### config.mk
export PLATFORM = sky130hd
export DESIGN_NAME = sync_fifo_flags
export DESIGN_NICKNAME = d
export VERILOG_FILES = /design/src/rtl/sync_fifo_flags.sv
export SDC_FILE = /design/constraint.sdc
export NUM_CORES = 1
export LEC_CHECK = 0
export CAP_MARGIN = 5
export CORE_ASPECT_RATIO = 1.1
export CORE_MARGIN = 2
export CORE_UTILIZATION = 55
export DETAILED_ROUTE_END_ITERATION = 10
export PLACE_DENSITY = 0.72
export SLEW_MARGIN = 20
export SYNTH_ARGS = -nofsm -noshare
export SYNTH_HDL_FRONTEND = slang
export SYNTH_SLANG_ARGS = --single-unit
### constraint.sdc
create_clock -name clk -period 7.4 [get_ports clk]
set_input_delay 1.48 -clock clk [delete_from_list [all_inputs] [get_ports clk]]
set_output_delay 1.48 -clock clk [all_outputs]
set_load 0.005 [all_outputs]
### src/rtl/sync_fifo_flags.sv
// sync_fifo_flags: single-clock FIFO with occupancy, threshold flags, flush, sticky errors and optional FWFT read
module sync_fifo_flags #(
    parameter int FIFO_WIDTH = 8,
    parameter int FIFO_DEPTH = 16,
    parameter int AF_THRESH  = FIFO_DEPTH - 4,
    parameter int AE_THRESH  = 4,
    parameter int FWFT       = 0
) (
    input  logic                          clk,
    input  logic                          reset,
    input  logic                          flush,
    input  logic                          wr_en,
    input  logic [FIFO_WIDTH-1:0]         data_in,
    input  logic                          rd_en,
    output logic [FIFO_WIDTH-1:0]         data_out,
    output logic                          full,
    output logic                          empty,
    output logic                          almost_full,
    output logic                          almost_empty,
    output logic [$clog2(FIFO_DEPTH):0]   count,
    output logic                          overflow,
    output logic                          underflow
);
    localparam int AW = $clog2(FIFO_DEPTH);
    localparam int CW = AW + 1;

    logic [FIFO_WIDTH-1:0] mem_q [FIFO_DEPTH];
    logic [AW-1:0]         wr_ptr_q, rd_ptr_q;
    logic [CW-1:0]         count_q, count_d;
    logic                  overflow_q, underflow_q;
    logic [FIFO_WIDTH-1:0] dout_q;
    logic                  rd_ok, wr_ok;

    // Acceptance: a write into a full FIFO is allowed when a pop frees a slot in the same cycle
    always_comb begin
        rd_ok   = rd_en && !empty;
        wr_ok   = wr_en && (!full || rd_ok);
        count_d = count_q + CW'(wr_ok) - CW'(rd_ok);
    end

    // Storage is never cleared; reset and flush only suppress the write
    always_ff @(posedge clk) begin
        if (!reset && !flush && wr_ok)
            mem_q[wr_ptr_q] <= data_in;
    end

    // Pointers, occupancy and sticky error flags; reset and flush both clear them
    always_ff @(posedge clk) begin
        if (reset || flush) begin
            wr_ptr_q    <= '0;
            rd_ptr_q    <= '0;
            count_q     <= '0;
            overflow_q  <= 1'b0;
            underflow_q <= 1'b0;
        end else begin
            wr_ptr_q    <= wr_ptr_q + AW'(wr_ok);
            rd_ptr_q    <= rd_ptr_q + AW'(rd_ok);
            count_q     <= count_d;
            overflow_q  <= overflow_q  | (wr_en && !wr_ok);
            underflow_q <= underflow_q | (rd_en && !rd_ok);
        end
    end

    // Registered read word: nonblocking read of the old entry gives read-before-write on a shared address
    always_ff @(posedge clk) begin
        if (reset)
            dout_q <= '0;
        else if (!flush && rd_ok)
            dout_q <= mem_q[rd_ptr_q];
    end

    assign data_out     = (FWFT != 0) ? mem_q[rd_ptr_q] : dout_q;
    assign count        = count_q;
    assign full         = count_q == CW'(FIFO_DEPTH);
    assign empty        = count_q == '0;
    assign almost_full  = count_q >= CW'(AF_THRESH);
    assign almost_empty = count_q <= CW'(AE_THRESH);
    assign overflow     = overflow_q;
    assign underflow    = underflow_q;
endmodule

Word-level counts from Yosys, hierarchy flattened
Memories as Yosys holds them, arrays and structs flattened. A register that Yosys moved wholly into a read port is not among the register bits.
Cells that the tools add are included.
{"block": "totals", "out_inout_bits": 19, "register_bits": 15, "latch_bits": 0, "mem_count": 1, "mem_bits_rw": 128, "rom_bits": 0}
{"memory": "mem_q", "words": 16, "width": 8, "read_ports": 1, "rd_ports_with_merged_regs": 1, "wr": 1, "line": "27", "rtl": "logic [FIFO_WIDTH-1:0] mem_q [FIFO_DEPTH];"}
{"block": "op_classes", "addsub": 4, "div": 0, "shift": 0, "reduce_logical": 16, "bitwise_logic": 2, "muxes": 2, "multipliers": 0, "n_eq_ne": 1, "magnitude_cmp": 2}
{"op": "adder 4 x 1 -> 4 bit", "count": 2}
{"op": "logical AND 1 bit", "count": 7}
{"op": "logical NOT 1 bit", "count": 6}
{"op": "adder 5 x 1 -> 5 bit", "count": 1}
{"op": "equality test 5 bit (second input constant)", "count": 1}
{"op": ">= comparator 5 x 4 -> 1 bit (second input constant)", "count": 1}
{"op": "less-or-equal comparator 5 x 3 -> 1 bit (second input constant)", "count": 1}
{"op": "logical NOT 5 bit", "count": 1}
{"op": "subtractor 5 x 1 -> 5 bit", "count": 1}
{"op": "logical OR 1 bit", "count": 2}
{"op": "2-to-1 mux 1 bit", "count": 2}
{"op": "OR 1 bit", "count": 2}

Logic depth before layout (Yosys ltp)
{"block": "logic_depth", "depth_word": 8, "depth_mapped": 11, "mapped_depth_nobuf": 11}

Least setup slack after synthesis
OpenSTA, ideal clock, no wires.
{"block": "synth_timing", "path_kind": "in2reg", "start": "input flush", "end": "memory mem_q[0][0], enable pin", "setup_slack_ns": 4.051, "stages": 4, "arrival_time_ns": 2.966, "setup_time_ns": 0.383, "path_cell_list": "nor2_1 -> o311ai_2 -> or3_1 -> nor3_1"}
{"block": "synth_via", "elab_chain_len": 5}
{"item": "start, declared", "line": "11", "rtl": "input logic flush,"}
{"item": "logical NOT 1 bit", "line": "43", "rtl": "if (!reset && !flush && wr_ok)"}
{"item": "logical AND 1 bit (2 in a row)", "line": "43"}
{"item": "2-to-1 mux 1 bit", "line": "43"}
{"item": "2-to-1 mux 1 bit (implied by the code)", "line": "44", "rtl": "mem_q[wr_ptr_q] <= data_in;"}
{"item": "end, declared", "line": "27"}
Every way passes these cells.

Worst setup path after layout
{"block": "layout_timing", "start": "input flush", "end": "memory mem_q[12][3], enable pin"}
The elaborated chain is that of the path after synthesis.

==> results.cfg <==
[routing]
drtAntennaViolNets = 0
drtIter0Drc = 335
dr.pass1.iters = 4
wl_mm = 11.9
route.detailed.drc = 0
via_count = 3082
wire_per_inst_um = 22.9
avgViaCountPerCell = 5.92

[sta]
holdWs_ns = 0.478
finalHoldViolCount = 0
slew_viol_final = 0
fin_crit_sh_pct = 51.8
setup_slack_ns = 3.57
setup_viol = 0
period_needed_ns = 3.83
rsz0062_at_grt = no
worstMarginPinSlew_ns = 0.993
slew_headroom_pct = 33.3
fin_tns_setup_ns = 0
fin_skew_ns = 0.00746
fmax_mhz = 261

[clock_tree]
path_clk_slew_ns = 0.06
cts_max_path_buffers = 2
cts-buffers-inserted = 17
cts_tree = yes
clock_tree.htree_level_count = 4
ctsResizeCount = 0
clk_latency_ns = 0.42
post-cts-setup-buffers = 0
cts-root-buf = clkbuf_16
cts_sinks = 151
cts_hold_buffers = 0

[power]
p_per_area_nw_per_um2 = 288
max-vdd-ir-drop_v = 0.000171
power.leakage_uw = 0.00227

[critical_path]
path_class = primary input to flop
cp_common_cell = nor2_1
end_kind = flop
path_cells = clkdlybuf4s50_1 > nor2_1 > o311ai_2 > or3b_2 > nor2_1
critPathMaxFanout = 9
critical_path.max_stage_delay_ns = 0.61
cp_slowest_cell = or3b_2
r2r_setup_slack_ns = 4.72
cp.required_ns = 7.45
arrival_ns = 3.88
worst_setup_path_start_kind = primary input

[floorplanning]
die_h_um = 114
core-area_um2 = 10800
initial_core_util_pct = 55.7
io_pins = 32
die_w_um = 104
die_area_um2 = 11800
rows = 40

[synth]
yosys.area.top_type = edfxtp_1
synthTopCellsByArea = edfxtp_1 (64%), mux4_2 (12%), dfxtp_1 (7.6%)
synthesis.area_um2 = 6020
seq_area_frac_synth_pct = 71.5
syn_nets = 347
synthDistinctLibCells = 41
synthCells = 320
yosys.area.top_type_share_pct = 63.8
yosys_warnings = 0
ys_ff_latch = 151
avgSynthCellArea_um2 = 18.8

[place]
place_ws_ns = 3.07
post-dp-hpwl_mm = 7.38
place.gp.congestion = 0.752
port_buffers = 31

[global_route]
grt_pass1_wl_mm = 18.6
grt_pass1_vias = 3259
grt_start_max_net_pins = 35
groute.usage.overall_pct = 22.3
antenna_found_initial = 0
overflow = 0

[cells_and_area]
fillers = 740
multiInputGateArea_um2 = 1650
drive_above_1_share_pct = 22.2
diodes = 0
final_common_cell = edfxtp_1
seq_area_um2 = 4310
layout_common_cells = edfxtp_1 (128), mux4_2 (32), clkdlybuf4s50_1 (31)
syn2layout_area_growth_pct = 17.6
nNetsFinal = 388

[status]
outcome = completed

[job]
max-cap-violations = 0

[hold_path]
min_path_type = flop to flop
[stage by stage]
step	utilization, %	power, µW	instance area, µm²	instances
final	65.5	2040	7080	521
after CTS	65.2	2050	7050	521
after floorplan	-	1130	6020	320
after global routing	65.5	2110	7080	521
after global placement	60.0	1230	6480	489
after detailed placement	60.0	1230	6480	489
[sequential cells by signal (all words and copies together) (netlist names)]
register   count
overflow       1
mem_q        128
underflow      1
rd_ptr_q       4
data_out       8
wr_ptr_q       4
count          5
[area by class of cell]
type                            count  share of cell area, %
Clock inverter                     10                   1.47
Sequential cell                   151                   60.9
Timing Repair Buffer               35                   4.81
Clock buffer                       22                   6.56
Inverter                            7                  0.371
Multi-Input combinational cell    149                   23.3
Tap cell                          147                   2.60
[critical path: cells and delay by family]
| family | cells | cell delay [ns] |
|---|---|---|
| AO/OA/AOI/OAI | 1 | 0.36 |
| buffers and inverters | 1 | 0.44 |
| AND/OR/NAND/NOR | 3 | 1.60 |
[layer usage]
metal | global-route usage (%) | part of all wire, % | wire (µm) | up-vias
met5 | 0 | 0 | 0 | -
met4 | 7.93 | 1.4 | 166 | 0
met3 | 7.14 | 7.7 | 918 | 18
met2 | 35.5 | 49 | 5840 | 124
met1 | 29.4 | 42 | 4980 | 1582
li1 | - | - | - | 1358
[worst paths after layout]
check                           cells past startpoint  startpoint           end
worst max-delay path                                5       flush  mem_q[12][3]
worst min-delay path                                2   underflow     underflow
worst max register to register                      6    count[2]  mem_q[12][3]
worst min register to register                      2   underflow     underflow
[power breakdown]
group          internal (µW)  switching, µW
Sequential               940           34.0
Clock                    509            315
Combinational            135            103
Total                   1580            452
[cells by family after synthesis]
| group | Yosys count | share of synthesized area (%) |
|---|---|---|
| flip-flops | 151 | 71.5 |
| AND/OR/NAND/NOR | 60 | 5.17 |
| multiplexers | 48 | 14.8 |
| AO/OA/AOI/OAI | 20 | 2.83 |
| buffers and inverters | 20 | 1.66 |
| adder cells (fa/ha/maj) | 14 | 3.03 |
| XOR/XNOR | 7 | 1.02 |
[synth_stat cells (all sizes together)]
| master | instances |
|---|---|
| edfxtp | 128 |
| or4 | 1 |
| mux2 | 8 |
| mux4 | 32 |
| ha | 13 |
| o21ai | 1 |
| dfxtp | 23 |
| a221o | 9 |
| o31ai | 1 |
| buf | 9 |
| nand3 | 2 |
| o21bai | 1 |
| nand4 | 1 |
| or3 | 2 |
| clkbuf | 4 |
| nor4b | 1 |
| inv | 7 |
| a32o | 1 |
| nand2 | 3 |
| a31oi | 1 |
| a21o | 1 |
| nand2b | 3 |
| nor3 | 6 |
| o311ai | 1 |
| nor4 | 2 |
| fa | 1 |
| xnor2 | 4 |
| a21oi | 4 |
| and2 | 6 |
| or3b | 1 |
| or2 | 2 |
| xor2 | 3 |
| and3 | 1 |
| nor2 | 29 |
| mux2i | 8 |
No activity file was read; power rests on OpenSTA's default activity.
